[src/rtl/ctr_reload.sv]
// Programmable up/down counter with a reload register, one-shot or auto-reload
// modes, a registered terminal-count pulse and a combinational cascade carry.
module ctr_reload #(
  parameter int WIDTH = 7
) (
  input  logic             MasterClock,
  input  logic             RESET,
  input  logic             XCK,
  input  logic [WIDTH-1:0] D,
  input  logic             LDL,
  input  logic             ENAB,
  input  logic             DN,
  input  logic             AUTO,
  output logic [WIDTH-1:0] Q,
  output logic [WIDTH-1:0] QL,
  output logic             CO,
  output logic             TC,
  output logic             RUN
);

  logic [WIDTH-1:0] q_reg, q_next;
  logic [WIDTH-1:0] r_reg, r_next;
  logic             run_reg, run_next;
  logic             tc_reg, tc_next;
  logic             term;
  logic             cnt;

  // Terminal value depends on the current direction, so a DN change mid-count
  // moves the terminal point on the very next tick.
  assign term = DN ? (q_reg == '0) : (q_reg == '1);
  assign cnt  = LDL & ENAB & (AUTO | run_reg);

  always_comb begin
    q_next   = q_reg;
    r_next   = r_reg;
    run_next = run_reg;
    tc_next  = 1'b0;
    if (XCK) begin
      if (!LDL) begin
        q_next   = D;
        r_next   = D;
        run_next = 1'b1;
      end else if (cnt) begin
        if (term) begin
          tc_next = 1'b1;
          if (AUTO) begin
            q_next = r_reg;
          end else begin
            run_next = 1'b0;
          end
        end else if (DN) begin
          q_next = q_reg - 1'b1;
        end else begin
          q_next = q_reg + 1'b1;
        end
      end
    end
  end

  always_ff @(posedge MasterClock) begin
    if (RESET) begin
      q_reg   <= '0;
      r_reg   <= '0;
      run_reg <= 1'b0;
      tc_reg  <= 1'b0;
    end else begin
      q_reg   <= q_next;
      r_reg   <= r_next;
      run_reg <= run_next;
      tc_reg  <= tc_next;
    end
  end

  // CO is deliberately unregistered so a cascaded stage advances on the same edge.
  assign CO  = cnt & term;
  assign Q   = q_reg;
  assign TC  = tc_reg;
  assign RUN = run_reg;

  for (genvar gi = 0; gi < WIDTH; gi++) begin : g_ql
    assign QL[gi] = ~q_reg[gi];
  end

endmodule

[config.mk]
export PLATFORM = sky130hd
export DESIGN_NAME = ctr_reload
export DESIGN_NICKNAME = d
export VERILOG_FILES = /design/src/rtl/ctr_reload.sv
export SDC_FILE = /design/constraint.sdc
export NUM_CORES = 1
export LEC_CHECK = 0
export ABC_CLOCK_PERIOD_IN_PS = 2950
export BUFFER_PORTS_ARGS = -buffer_cell sky130_fd_sc_hd__buf_2
export CAP_MARGIN = 20
export CORE_UTILIZATION = 50
export CTS_BUF_LIST = sky130_fd_sc_hd__clkbuf_8
export DETAILED_ROUTE_END_ITERATION = 10
export PLACE_DENSITY = 0.87
export REMOVE_ABC_BUFFERS = 1
export SYNTH_ARGS = -nofsm -noshare
export SYNTH_HDL_FRONTEND = slang
export SYNTH_SLANG_ARGS = --single-unit
export TNS_END_PERCENT = 30
[constraint.sdc]
create_clock -name MasterClock -period 2.95 [get_ports MasterClock]
set_clock_uncertainty 0.2 [all_clocks]
set_input_delay 0.1475 -clock MasterClock [delete_from_list [all_inputs] [get_ports MasterClock]]
set_output_delay 0.1475 -clock MasterClock [all_outputs]
set_load 0.02 [all_outputs]
# Word-level counts from Yosys, hierarchy flattened
# Index checks and enable logic that the tools add are counted.
[totals] register_bits=16
[classes] addsub=2 eq_ne=5 n_mux=11 n_bitwise=14 n_reduce_logical=5
[op_table] operator="7-bit 2-to-1 mux" n=5
[op_table] operator="1-bit inverter" n=10
[op_table] operator="7-bit by 1-bit adder with 7-bit output (second input constant)" n=1
[op_table] operator="7-bit equality test (second input constant)" n=1
[op_table] operator="7-bit zero test" n=1
[op_table] operator="7-bit by 1-bit subtractor with 7-bit output (second input constant)" n=1
[op_table] operator="1-bit 2-to-1 mux" n=6
[op_table] operator="2-bit by 1-bit != test with 1-bit output (second input constant)" n=2
[op_table] operator="4-bit AND reduction" n=1
[op_table] operator="4-bit OR reduction" n=1
[op_table] operator="1-bit bitwise AND" n=3
[op_table] operator="3-bit != test (second input constant)" n=1
[op_table] operator="3-bit AND reduction" n=1
[op_table] operator="2-bit != test (second input constant)" n=1
[op_table] operator="2-bit AND reduction" n=1
[op_table] operator="1-bit bitwise OR" n=1

# Longest topological paths before layout
[logic_depth] ltp_word=5 depth_mapped=8 depth_no_buf=8

# Least setup slack after synthesis
# No wires, ideal clock.
[synth_timing] path_kind="reg2reg" start="register q_reg[0], in the netlist Q[0]" end="register q_reg[6], in the netlist Q[6]" setup_ns=0.129 arrival_ns=2.047 slack_ns=0.574 stages_incl_launch_ff=9 path_buffers=0 period_less_slack_ns=2.376 path_cell_list="dfxtp_1 > inv_1 > fa_1 > nor2b_1 > o31a_1 > o22ai_1 > xnor2_1 > a311oi_2 > a211oi_2"
[synth_between] elab_chain_len=5 elab_cells_between_ends=11
[synth_lines] item="from (decl)" line_no="21" rtl="logic [WIDTH-1:0] q_reg, q_next;"
[synth_lines] item="from (signal assigned)" line_no="67" rtl="q_reg <= q_next;"
[synth_lines] item="7-bit by 1-bit adder with 7-bit output, or another cell as far along" line_no="54" rtl="q_next = q_reg + 1'b1;"
[synth_lines] item="7-bit 2-to-1 mux / 1-bit 2-to-1 mux (equally long branches)" line_no="51, 30"
[synth_lines] item="7-bit 2-to-1 mux" line_no="44" rtl="if (term) begin"
[synth_lines] item="7-bit 2-to-1 mux" line_no="43" rtl="end else if (cnt) begin"
[synth_lines] item="7-bit 2-to-1 mux" line_no="39" rtl="if (!LDL) begin"
# Parallel ways exist; a longest one is shown, timed or not. The select of a mux whose other input is x is not followed.
# A chain may end at the register's enable or synchronous reset.

# Worst setup path after layout
# Ends and elaborated chain as after synthesis.

==> results_dict.tcl <==
set metrics [dict create \
    final_common_cell "buf_2" \
    post-place-ws_ns 0.718 \
    cp-end-kind "register" \
    synth_simple_gate_area_share_pct 20.3 \
    slew-limit-headroom_pct 64.7 \
    finalHoldViolCount 0 \
    tritoncts "done" \
    drive_above_1_share_pct 31.7 \
    worst_path_largest_cell_delay_ns 0.46 \
    place_congestion 0.912 \
    clk_pin_slew_ns 0.07 \
    synth_top_family_by_area "compound AO/OA/AOI/OAI gates" \
    clock-sinks 16 \
    layout_min_cycle_time_ns 2.24 \
    max_freq_mhz 446 \
    grt_pass1_vias 1003 \
    antenna_found_initial 0 \
    timing.critical_path.buf_inv 1 \
    leakage_nw 0.569 \
    critical_path_required_ns 2.88 \
    routed_via_density 5.68 \
    worstSkewPairLatency_ns 0.26 \
    totalPowerFinal_uw 675 \
    synth-compound-area-share_pct 31.1 \
    grt_use_total_pct 24.5 \
    antenna-diode-count 0 \
    finish.instance_area_um2 1370 \
    die-area_um2 2380 \
    htree_num_levels 1 \
    post_synth.cell_area_avg_um2 8.43 \
    setup_violations 0 \
    io_buffers 30 \
    holdCritPathClass "in2reg" \
    initial_core_util_pct 54.7 \
    tightestPinTransition_ns 0.529 \
    syn_to_final_growth_pct 24.5 \
    critical_path.cell_chain "inv_1, fa_1, nor2b_1, o31a_1, o22ai_1, xnor2_1, a311oi_2, a211oi_2" \
    detail_route.first_pass.iterations 4 \
    setup_ws_ns 0.707 \
    worstPathMaxFanout 7 \
    path_delay_family "compound AO/OA/AOI/OAI gates" \
    pins_over_slew_limit 0 \
    placed_area_um2 1240 \
    cts_repair_resize_count 0 \
    detail-route-antenna-nets 0 \
    synth_mux_area_share_pct 0.913 \
    rows 16 \
    netlist_instances 130 \
    synth_adder_area_share_pct 7.53 \
    routed_wirelength_um 2680 \
    vias 1102 \
    dp_hpwl_um 1960 \
    status "completed" \
    dr.first_iter.drc_count 24 \
    peakVddDrop_v 0.000359 \
    drt-wirelength-per-cell_um 13.8 \
    rsz0062_at_grt "false" \
    maximum_number_of_pins_on_one_net_before_global_route_repair 17 \
    cts-buffers-inserted 3 \
    synth-warning-count 0 \
    cp.arrival_ns 2.18 \
    clk_root_buf "clkbuf_8" \
    power.density_nw_per_um2 495 \
    yosys_register_bits 16 \
    period_share_pct 76.0 \
    synth_cell_type_count 48 \
    critical_path_startpoint_category "register" \
    fp.dieW_um 48.8 \
    synth_xor_area_share_pct 3.20 \
    post-cts-setup-buffer-count 0 \
    io_pins 31 \
    path_type_of_the_worst_setup_path "reg2reg" \
    most-common-layout-cells "buf_2, nand2_1, dfxtp_1, a21oi_1, inv_1" \
    remaining_drc_errors 0 \
    globalRoute.totalOverflow 0 \
    max-cap-violations 0 \
    hold_buffers 7 \
    fin_tns_setup_ns 0 \
    grt_pass1_wl_um 4470 \
    layout.nets 188 \
    syn-cell-area_um2 1100 \
    worst_path_max_delay_cell "fa_1" \
    clockBufferDepth 2 \
    core_region_area_um2 2000 \
    die-height_um 48.8 \
    portion_of_the_post_synthesis_area_used_by_sequential_elements_pct 29.2 \
]
## final timing paths
path	slack (ns)	depth (start not counted)	to	startpoint
worst max-delay path	0.71	8	Q[6]	Q[0]
worst min-delay path	0.02	2	TC	XCK
worst min register to register	0.26	2	r_reg[0]	r_reg[0]
worst max register to register	0.71	8	Q[6]	Q[0]
## per-layer routing
metal	up-vias	routed length, um	global-route usage, %
met5	-	0	0
met4	0	57	11.3
met3	7	128	4.05
met2	34	1310	41.4
met1	516	1180	30.2
li1	545	-	-
## synth_stat cells (all sizes together)
| cell | number | area [um2] |
|---|---|---|
| nor2 | 6 | 22.5 |
| inv | 12 | 45.1 |
| o21a | 1 | 7.51 |
| clkbuf | 1 | 3.75 |
| a211oi | 4 | 40.0 |
| ha | 5 | 62.6 |
| or4 | 1 | 11.3 |
| xnor2 | 3 | 26.3 |
| o31ai | 1 | 7.51 |
| o21bai | 1 | 7.51 |
| buf | 3 | 36.3 |
| mux2i | 1 | 10.0 |
| nand2 | 26 | 108 |
| o221ai | 1 | 8.76 |
| xor2 | 1 | 8.76 |
| nand3 | 2 | 10.0 |
| dfxtp | 16 | 320 |
| a21o | 1 | 8.76 |
| o31a | 1 | 8.76 |
| a311o | 1 | 10.0 |
| or2 | 1 | 6.26 |
| o21ai | 4 | 23.8 |
| o22ai | 2 | 18.8 |
| o211a | 1 | 17.5 |
| nand4 | 2 | 18.8 |
| nor2b | 2 | 12.5 |
| a221oi | 2 | 30.0 |
| fa | 1 | 20.0 |
| a211o | 1 | 8.76 |
| nor3 | 2 | 10.0 |
| a311oi | 1 | 15.0 |
| and2 | 1 | 8.76 |
| nor4b | 1 | 8.76 |
| nor4 | 1 | 6.26 |
| o211ai | 4 | 30.0 |
| a2111oi | 1 | 15.0 |
| a21oi | 15 | 82.6 |
## where the power goes
part	switching [mW]	internal [mW]	total [mW]	leakage, nW
logic	0.133	0.0914	0.225	0.409
clock network	0.0834	0.119	0.202	0.0288
registers	0.0173	0.231	0.249	0.131
total	0.234	0.441	0.675	0.569
## metrics by stage
stage	hold slack [ns]	cells	utilization, %
CTS	0.0202	194	68.2
floorplan	0.0121	126	-
finish	0.0215	194	68.2
detailed placement	0.210	183	61.9
global route	0.0363	194	68.2
global placement	0.200	183	61.9
## area by class of cell
class	count	area, um2
Clock buffer	4	55.1
Sequential cell	16	320
Inverter	12	45.0
Fill cell	173	637
Timing Repair Buffer	37	220
Tap cell	27	33.8
Multi-Input combinational cell	98	691
## logic make-up after synthesis
logic type / after synthesis
AOI/OAI and AO/OA: 42
xor gates and xnor gates: 4
adders and majority gates: 6
buffers and inverters: 16
DFF: 16
muxes: 1
and+or+nand+nor: 45
No activity file was read; power rests on OpenSTA's default activity.
